--- src/rtl/life_pkg.sv ---
// Shared types and rule constants for the Game-of-Life generation controller.
package life_pkg;

  typedef enum logic [1:0] {
    IDLE   = 2'd0,
    SCAN   = 2'd1,
    COMMIT = 2'd2
  } state_t;

  typedef logic [3:0] count_t;

  localparam count_t LIFE_BIRTH   = 4'd3;
  localparam count_t LIFE_SURVIVE = 4'd2;

  function automatic logic life_rule(input logic alive, input count_t n);
    return (n == LIFE_BIRTH) | (alive & (n == LIFE_SURVIVE));
  endfunction

endpackage

--- src/rtl/life_gen_controller_if.sv ---
// Control/load handshake and board readout between the user logic (master)
// and the generation controller (slave).
interface life_gen_controller_if #(
  parameter int ROWS = 8,
  parameter int COLS = 8,
  parameter int CW   = 16
);
  logic                    step;
  logic                    load;
  logic [$clog2(ROWS)-1:0] load_row;
  logic [COLS-1:0]         load_data;
  logic                    busy;
  logic                    gen_done;
  logic [ROWS*COLS-1:0]    board;
  logic [CW-1:0]           gen_count;

  modport master (
    output step, load, load_row, load_data,
    input  busy, gen_done, board, gen_count
  );

  modport slave (
    input  step, load, load_row, load_data,
    output busy, gen_done, board, gen_count
  );
endinterface

--- src/rtl/life_neighbor_count.sv ---
// Combinational population count of the eight neighbour bits of one cell.
module life_neighbor_count
  import life_pkg::*;
(
  input  logic [7:0] nbr_i,
  output count_t     count_o
);

  // Sum the eight neighbour bits.
  always_comb begin
    count_o = 4'd0;
    for (int i = 0; i < 8; i++) begin
      count_o = count_o + {3'b000, nbr_i[i]};
    end
  end

endmodule

--- src/rtl/life_gen_controller.sv ---
// Sweeps one Game-of-Life generation into a shadow board and commits it atomically.
// Define LIFE_TORUS_EN to wrap board edges; otherwise off-board neighbours are dead.
module life_gen_controller
  import life_pkg::*;
#(
  parameter int ROWS = 8,
  parameter int COLS = 8,
  parameter int CW   = 16
) (
  input  logic                  clk,
  input  logic                  reset,
  life_gen_controller_if.slave  bus
);

  localparam int NCELL = ROWS * COLS;
  localparam int RW    = $clog2(ROWS);
  localparam int COLW  = $clog2(COLS);
  localparam int IDXW  = $clog2(NCELL);

  state_t            state_q, state_d;
  logic [NCELL-1:0]  board_q, board_d;
  logic [NCELL-1:0]  shadow_q, shadow_d;
  logic [RW-1:0]     r_q, r_d;
  logic [COLW-1:0]   c_q, c_d;
  logic              busy_q, busy_d;
  logic              gen_done_q, gen_done_d;
  logic [CW-1:0]     gen_count_q, gen_count_d;

  logic [7:0]        nbr_s;
  count_t            count_s;
  logic [IDXW-1:0]   cell_idx_s;
  logic              alive_s;

  function automatic logic cell_at(input logic [NCELL-1:0] b, input int rr, input int cc);
    int   wr;
    int   wc;
    logic v;
`ifdef LIFE_TORUS_EN
    wr = (rr + ROWS) % ROWS;
    wc = (cc + COLS) % COLS;
    v  = b[IDXW'(wr * COLS + wc)];
`else
    wr = rr;
    wc = cc;
    if ((wr < 0) || (wr >= ROWS) || (wc < 0) || (wc >= COLS)) begin
      v = 1'b0;
    end else begin
      v = b[IDXW'(wr * COLS + wc)];
    end
`endif
    return v;
  endfunction

  // Gather the eight neighbours of the cell under the sweep pointer.
  always_comb begin
    nbr_s[0]   = cell_at(board_q, int'(r_q) - 1, int'(c_q) - 1);
    nbr_s[1]   = cell_at(board_q, int'(r_q) - 1, int'(c_q));
    nbr_s[2]   = cell_at(board_q, int'(r_q) - 1, int'(c_q) + 1);
    nbr_s[3]   = cell_at(board_q, int'(r_q),     int'(c_q) - 1);
    nbr_s[4]   = cell_at(board_q, int'(r_q),     int'(c_q) + 1);
    nbr_s[5]   = cell_at(board_q, int'(r_q) + 1, int'(c_q) - 1);
    nbr_s[6]   = cell_at(board_q, int'(r_q) + 1, int'(c_q));
    nbr_s[7]   = cell_at(board_q, int'(r_q) + 1, int'(c_q) + 1);
    cell_idx_s = IDXW'(int'(r_q) * COLS + int'(c_q));
    alive_s    = board_q[cell_idx_s];
  end

  life_neighbor_count u_count (
    .nbr_i   (nbr_s),
    .count_o (count_s)
  );

  // Next-state and datapath updates for the IDLE/SCAN/COMMIT sequence.
  always_comb begin
    state_d     = state_q;
    board_d     = board_q;
    shadow_d    = shadow_q;
    r_d         = r_q;
    c_d         = c_q;
    busy_d      = busy_q;
    gen_done_d  = 1'b0;
    gen_count_d = gen_count_q;
    case (state_q)
      IDLE: begin
        if (bus.load) begin
          // Rows outside the board never match, so such loads fall through harmlessly.
          for (int rr = 0; rr < ROWS; rr++) begin
            if (bus.load_row == RW'(rr)) begin
              board_d[rr*COLS +: COLS] = bus.load_data;
            end else begin
              board_d[rr*COLS +: COLS] = board_q[rr*COLS +: COLS];
            end
          end
        end else if (bus.step) begin
          busy_d  = 1'b1;
          r_d     = '0;
          c_d     = '0;
          state_d = SCAN;
        end else begin
          state_d = IDLE;
        end
      end
      SCAN: begin
        shadow_d[cell_idx_s] = life_rule(alive_s, count_s);
        if (c_q == COLW'(COLS - 1)) begin
          c_d = '0;
          if (r_q == RW'(ROWS - 1)) begin
            r_d     = '0;
            state_d = COMMIT;
          end else begin
            r_d = r_q + RW'(1);
          end
        end else begin
          c_d = c_q + COLW'(1);
        end
      end
      COMMIT: begin
        board_d     = shadow_q;
        gen_count_d = gen_count_q + CW'(1);
        gen_done_d  = 1'b1;
        busy_d      = 1'b0;
        state_d     = IDLE;
      end
      default: begin
        busy_d  = 1'b0;
        state_d = IDLE;
      end
    endcase
  end

  // State and datapath registers with synchronous reset.
  always_ff @(posedge clk) begin
    if (reset) begin
      state_q     <= IDLE;
      board_q     <= '0;
      shadow_q    <= '0;
      r_q         <= '0;
      c_q         <= '0;
      busy_q      <= 1'b0;
      gen_done_q  <= 1'b0;
      gen_count_q <= '0;
    end else begin
      state_q     <= state_d;
      board_q     <= board_d;
      shadow_q    <= shadow_d;
      r_q         <= r_d;
      c_q         <= c_d;
      busy_q      <= busy_d;
      gen_done_q  <= gen_done_d;
      gen_count_q <= gen_count_d;
    end
  end

  assign bus.busy      = busy_q;
  assign bus.gen_done  = gen_done_q;
  assign bus.board     = board_q;
  assign bus.gen_count = gen_count_q;

endmodule

--- src/flat_wrapper.sv ---
// flat-port wrapper written by rule: the top's interface ports become plain ports
module life_gen_controller_flat import life_pkg::*;
#(
  parameter int ROWS = 8,
  parameter int COLS = 8,
  parameter int CW   = 16
)
  (clk, reset, bus_step, bus_load, bus_load_row, bus_load_data, bus_busy, bus_gen_done, bus_board, bus_gen_count);
  life_gen_controller_if #(.ROWS(ROWS), .COLS(COLS), .CW(CW)) bus_i ();
  input  logic clk;
  input  logic reset;
  input wire logic [$bits(bus_i.step)-1:0] bus_step;
  input wire logic [$bits(bus_i.load)-1:0] bus_load;
  input wire logic [$bits(bus_i.load_row)-1:0] bus_load_row;
  input wire logic [$bits(bus_i.load_data)-1:0] bus_load_data;
  output wire logic [$bits(bus_i.busy)-1:0] bus_busy;
  output wire logic [$bits(bus_i.gen_done)-1:0] bus_gen_done;
  output wire logic [$bits(bus_i.board)-1:0] bus_board;
  output wire logic [$bits(bus_i.gen_count)-1:0] bus_gen_count;
  assign bus_i.step = bus_step;
  assign bus_i.load = bus_load;
  assign bus_i.load_row = bus_load_row;
  assign bus_i.load_data = bus_load_data;
  assign bus_busy = bus_i.busy;
  assign bus_gen_done = bus_i.gen_done;
  assign bus_board = bus_i.board;
  assign bus_gen_count = bus_i.gen_count;
  life_gen_controller #(.ROWS(ROWS), .COLS(COLS), .CW(CW)) u_core (.clk(clk), .reset(reset), .bus(bus_i));
endmodule
--- config.mk ---
export PLATFORM = sky130hd
export DESIGN_NAME = life_gen_controller_flat
export DESIGN_NICKNAME = d
export VERILOG_FILES = /design/src/rtl/life_pkg.sv /design/src/rtl/life_gen_controller_if.sv /design/src/rtl/life_neighbor_count.sv /design/src/rtl/life_gen_controller.sv /design/src/flat_wrapper.sv
export SDC_FILE = /design/constraint.sdc
export NUM_CORES = 1
export LEC_CHECK = 0
export ABC_AREA = 1
export CORE_ASPECT_RATIO = 0.8
export CORE_MARGIN = 10
export CORE_UTILIZATION = 62
export DETAILED_ROUTE_END_ITERATION = 8
export GPL_TIMING_DRIVEN = 1
export MAX_ROUTING_LAYER = met4
export PLACE_DENSITY = 0.87
export SYNTH_ARGS = -nofsm -noshare
export SYNTH_HDL_FRONTEND = slang
export SYNTH_SLANG_ARGS = --single-unit
--- constraint.sdc ---
create_clock -name clk -period 8.2 [get_ports clk]
set_clock_uncertainty 0.2 [all_clocks]
set_input_delay 1.64 -clock clk [delete_from_list [all_inputs] [get_ports clk]]
set_output_delay 1.64 -clock clk [all_outputs]
set_load 0.02 [all_outputs]
==> results of run 1 <==
cell usage in the layout (no fill, tap or decap), types with 7 or more instances in the layout:
cell	n
a21oi_2	45
nor3_1	14
xnor2_1	8
o21ai_0	176
xor2_1	7
dfxtp_1	153
ha_1	17
a31oi_1	65
clkbuf_16	17
inv_1	95
a21oi_1	44
nor2_1	94
o211ai_1	11
nand3_1	106
inv_2	7
nand2_1	352
clkdlybuf4s50_1	96
synthesized netlist by cell type (2+ instances only):
| cell | count | area share (%) |
|---|---|---|
| nand2_1 | 352 | 15 |
| o21ai_0 | 176 | 9.9 |
| dfxtp_1 | 154 | 35 |
| nand3_1 | 106 | 6.0 |
| inv_1 | 96 | 4.1 |
| nor2_1 | 94 | 4.0 |
| a31oi_1 | 65 | 4.6 |
| a21oi_2 | 45 | 4.4 |
| a21oi_1 | 44 | 2.5 |
| clkbuf_1 | 44 | 1.9 |
| ha_1 | 17 | 2.4 |
| nor3_1 | 14 | 0.79 |
| buf_2 | 11 | 0.62 |
| o211ai_1 | 11 | 0.93 |
| buf_6 | 9 | 1.1 |
| xnor2_1 | 8 | 0.79 |
| buf_4 | 7 | 0.59 |
| xor2_1 | 7 | 0.69 |
| inv_2 | 6 | 0.25 |
| nand3b_1 | 6 | 0.51 |
| nor2_2 | 6 | 0.42 |
| o21ai_1 | 6 | 0.34 |
| fa_1 | 5 | 1.1 |
| or2_2 | 4 | 0.28 |
| nand2_2 | 3 | 0.21 |
| a22oi_1 | 2 | 0.17 |
| and2_1 | 2 | 0.14 |
| buf_1 | 2 | 0.084 |
| o21bai_1 | 2 | 0.17 |
| o31ai_1 | 2 | 0.17 |
metal layers:
layer / track usage (%) / vias up / part of all wire [%] / routed length [um]
met3: 6.27 / 80 / 12 / 3640
met2: 47.6 / 617 / 45 / 13700
met4: 9.21 / 0 / 2.8 / 855
li1: - / 4524 / - / -
met5: - / - / 0 / 0
met1: 40.7 / 4437 / 40 / 12300
power by group through the flow:
stage	Combinational, mW	Sequential, mW	Clock (mW)
6_report	1.20	0.826	0.833
3_3_place_gp	1.16	0.838	0
2_1_floorplan	0.998	0.851	0
4_1_cts	1.18	0.823	0.826
3_5_place_dp	1.17	0.839	0
5_1_grt	1.31	0.829	0.859
area by class of cell:
| class | instances | share of cell area (%) |
|---|---|---|
| clock buffer | 18 | 4.24 |
| timing repair buffer | 102 | 9.70 |
| inverter | 103 | 3.73 |
| sequential | 154 | 29.8 |
| tap | 184 | 2.22 |
| clock inverter | 14 | 1.73 |
| multi-input combinational | 991 | 48.6 |
path summary, 6_finish.rpt:
kind	endpoint	slack, ns	cells past startpoint	from
hold / removal	u_core.bus.busy	0.27	2	u_core.bus.busy
setup reg to reg	u_core.shadow_q[51]	1.50	20	u_core.c_q[0]
hold reg to reg	u_core.bus.busy	0.27	2	u_core.bus.busy
setup / recovery	u_core.shadow_q[51]	1.50	20	u_core.c_q[0]
cell families (layout without fill, tap and decap cells):
group,count (synthesis),count (layout),synth area share [%]
compound gates,359,359,23.7
xor+xnor,15,15,1.48
fa+ha+maj,22,22,3.52
buf+inv,176,237,8.64
flops,154,154,34.7
simple gates,595,595,28.0
worst max-delay path, delay by kind of cell, from the launching register on:
kind,cells,cell delay [ns]
buffers and inverters,4,1.57
and+or+nand+nor,6,0.85
DFF,1,0.32
adders and majority gates,6,2.62
AOI/OAI and AO/OA,4,0.94
flip-flops by register name, indices dropped and copies added (netlist names):
| signal | count |
|---|---|
| u_core.c_q | 3 |
| u_core.bus.board | 64 |
| u_core.r_q | 3 |
| u_core.bus.busy | 1 |
| u_core.bus.gen_count | 16 |
| u_core.state_q | 2 |
| u_core.shadow_q | 64 |
| u_core.bus.gen_done | 1 |
metrics by stage:
stage | util [%] | worst slack [ns] | power (mW)
final | 73.3 | 1.50 | 2.86
after detailed placement | 68.9 | 1.65 | 2.01
after floorplan | - | 2.69 | 1.85
after CTS | 73.3 | 1.62 | 2.83
after global routing | 73.3 | 1.11 | 2.99
after global placement | 68.9 | 1.75 | 2.00
==> results.toml, run 1 <==
[floorplanning]
die_w_um = 154
start_util_pct = 62.8
core-area_mm2 = 0.0142
io_pins = 97
std_cell_rows = 39
dieArea_mm2 = 0.0196
die_h_um = 127

[yosys]
synth-main-ff-cell = "dfxtp_1"
syn_inst = 1321
yosys_warnings = 0
ys_ff_latch = 154
ys_types = 45
syn_nets = 1358
synth_seq_area_share_pct = 34.7
syn_avg_cell_area_um2 = 6.73
synthesis.area_mm2 = 0.00889
synth_edf_count = 0
async_reset_ff_share_pct = 0

[place]
place.gp.congestion = 1.08
dp_cells = 1534
io_buffers = 96
placed_cell_area_mm2 = 0.00975
dp_hpwl_mm = 21.4

[timing]
slew_violations = 0
fin_setup_tns_ns = 0
setup_viol = 0
hold_viol = 0
layout_min_cycle_time_ns = 6.70
rsz0062_at_grt = "false"
whs_ns = 0.272
worst_slew_pin_slew_ns = 1.16
finalCritPeriodShare_pct = 81.8
slew-limit-headroom_pct = 22.4
clock.fmax_mhz = 149

[setup_path]
slowest_delay_ns = 0.72
path_common_cell = "fa_1"
critPathMaxFanout = 64
path_class = "flop to flop"
worstPathCellList = "inv_2, ha_1, buf_4, inv_1, nand2_1, a21o_1, nand3_1, nand3_1, nand3b_1, nand3b_1, fa_1, inv_1, fa_1, fa_1, ha_1, fa_1, o21ai_0, a21oi_1, nand2_8, a21oi_1"
arrival_ns = 6.86
critical_path_required_ns = 8.36
endpoint_kind = "flop"
worst_setup_path_start_kind = "flop"
cp_slowest_cell = "inv_1"

[power]
switching_power_mw = 1.28
seq_power_share_pct = 28.9
peakVddDrop_mv = 0.504
power_frac_clock_pct = 29.1
pwr_density_cell_mw_per_mm2 = 276
p_leak_nw = 4.11
internal-power_mw = 1.58
switching_share_pct = 44.8
power.combinational.fraction_pct = 42.0

[layout]
n_antenna_cell = 0
regArea_mm2 = 0.00308
multiInputGateArea_mm2 = 0.00504
stdcell_count = 1566
fin_area_mm2 = 0.0104
area_delta_synth_final_pct = 16.6
fin_nets = 1406
drive_gt1_share_pct = 7.81
fill_cells = 1170

[drt]
drt-pass1-iter-count = 7
ant_nets = 0
vias_per_cell = 6.17
drt_wl_total_mm = 30.6
route.vias.total = 9658
routedWlPerCell_um = 19.5
first_iter_violations = 1453
detail_route.drc_violations = 0

[global_routing]
grt_pass1_vias = 8640
antenna_found_initial = 0
overflow = 0
globalRouteTotalUtil_pct = 31.1
grt_start_max_net_pins = 97
grt_pass1_wl_mm = 47.8

[clock_network]
cts_sinks = 154
root_buffer = "clkbuf_16"
clk_pin_slew_ns = 0.07
cts_max_level = 4
cts_tree = "done"
post_cts_buffers = 0
cts_buffers = 17
clk_latency_ns = 0.44
cts.path.max_buffers = 2
ctsHoldBuffers = 0
cts_resized = 0

[outcome]
status = "completed"

[job]
drv_cap = 0

[hold_path]
holdCritPathClass = "flop to flop"
No activity file was read; power rests on OpenSTA's default activity.
==> run 2, diff against run 1 <==
Settings changed: CORE_UTILIZATION 62 to 57, PLACE_DENSITY 0.87 to 0.8.
Clock period 8.2 ns to 6.8 ns, I/O delays scaled along.
==> results.toml, run 2 (synthesis results as in run 1) <==
[setup_path]
path_class = "flop to flop"
crit_family = "adder cells"
critPathMaxFanout = 64
critical_path_required_ns = 6.95
path_common_cell = "fa_1"
cp_slowest_cell = "dfxtp_1"
endpoint_kind = "flop"
arrival_ns = 6.47
worst_setup_path_start_kind = "flop"
cp_num_buf_inv = 3
slowest_delay_ns = 0.62
worstPathCellList = "inv_1, ha_1, fa_1, xnor2_1, inv_1, o211ai_1, nand3b_1, fa_1, inv_1, fa_1, fa_1, ha_1, fa_1, o21ai_0, a21oi_1, nand2_8, a21oi_1"

[timing]
slew_violations = 0
fin_setup_tns_ns = 0
worst_slew_pin_slew_ns = 1.21
finalCritPeriodShare_pct = 92.9
setup_viol = 0
slew-limit-headroom_pct = 19.2
hold_viol = 0
layout_min_cycle_time_ns = 6.32
rsz0062_at_grt = "false"
clock.fmax_mhz = 158

[layout]
multiInputGateArea_mm2 = 0.00504
drive_gt1_share_pct = 7.94
n_antenna_cell = 0
final_util_pct = 68.6
fill_cells = 1301
final_cell_mix = "nand2_1 (352), o21ai_0 (176), dfxtp_1 (153), nand3_1 (106), clkdlybuf4s50_1 (96)"
regArea_mm2 = 0.00308
area_delta_synth_final_pct = 17.0
final_common_cell = "nand2_1"
fin_nets = 1409

[drt]
route.vias.total = 9537
detail_route.drc_violations = 0
first_iter_violations = 1286
vias_per_cell = 5.98
drt-pass1-iter-count = 6
ant_nets = 0
drt_wl_total_mm = 30.5
routedWlPerCell_um = 19.1

[global_routing]
overflow = 0
antenna_found_initial = 0
grt_pass1_wl_mm = 48.1
globalRouteTotalUtil_pct = 28.8
grt_pass1_vias = 8645
grt_start_max_net_pins = 109

[power]
peakVddDrop_mv = 0.612
p_leak_nw = 4.12
pwr_density_cell_mw_per_mm2 = 330
p_total_mw = 3.43

[place]
io_buffers = 96
place.gp.congestion = 1.06
dp_hpwl_mm = 21.5

[floorplanning]
core-area_mm2 = 0.0152
dieArea_mm2 = 0.0210
start_util_pct = 58.6
die_w_um = 160
die_h_um = 132
io_pins = 97
std_cell_rows = 40

[clock_network]
clk_pin_slew_ns = 0.07
post_cts_buffers = 0
clk_latency_ns = 0.44
cts_max_level = 4
cts_resized = 0
cts_sinks = 154
cts.path.max_buffers = 2
cts_tree = "done"
cts_buffers = 17
ctsHoldBuffers = 0
root_buffer = "clkbuf_16"

[job]
drv_cap = 0

[hold_path]
holdCritPathClass = "flop to flop"

[outcome]
status = "completed"
## run 2: cell count changes in the layout (fill, tap and decap cells not counted), sizes merged
| cell | change |
|---|---|
| buf | +3 |
| clkinv | +1 |
| clkbuf | +1 |
| clkinvlp | -2 |
## run 2: worst min-delay path, delay by kind of cell (launching register included)
kind,cells,cell delay (ns)
simple gates,1,0.06
compound gates,1,0.07
flops,1,0.31
## run 2: path summary, 6_finish.rpt
| check | start | to | slack [ns] | depth (start not counted) |
|---|---|---|---|---|
| max | u_core.r_q[0] | u_core.shadow_q[38] | 0.48 | 17 |
| min | u_core.shadow_q[33] | u_core.bus.board[33] | 0.27 | 2 |
| max reg2reg | u_core.r_q[0] | u_core.shadow_q[38] | 0.48 | 17 |
| min reg2reg | u_core.shadow_q[33] | u_core.bus.board[33] | 0.27 | 2 |
## run 2: power by group
part	leakage [nW]	internal, mW	switching [mW]
logic	2.57	0.402	1.05
clock network	0.298	0.563	0.421
registers	1.25	0.942	0.0542
total	4.12	1.91	1.52
## run 2: layer usage
metal  GRT usage [%]  part of all wire, %  vias up
met4            9.71                  2.9        0
met5               -                    0        -
li1                -                    -     4528
met2            42.5                   45      553
met3            6.05                   10       74
met1            38.4                   42     4382
## run 2: cell type report
| class | instances | share of cell area [%] |
|---|---|---|
| Multi-Input combinational cell | 991 | 48.5 |
| Sequential cell | 154 | 29.6 |
| Timing Repair Buffer | 105 | 9.89 |
| Clock buffer | 19 | 4.26 |
| Inverter | 103 | 3.72 |
| Tap cell | 210 | 2.53 |
| Clock inverter | 13 | 1.50 |
## run 2: through the flow
step	cell area, um2	hold slack, ns	instances	setup WS (ns)
floorplan	8890	0.256	1321	1.29
finish	10400	0.275	1595	0.482
global route	10400	0.300	1595	0.0720
detailed placement	9800	0.272	1563	0.560
CTS	10400	0.275	1595	0.506
global placement	9800	0.254	1563	0.688
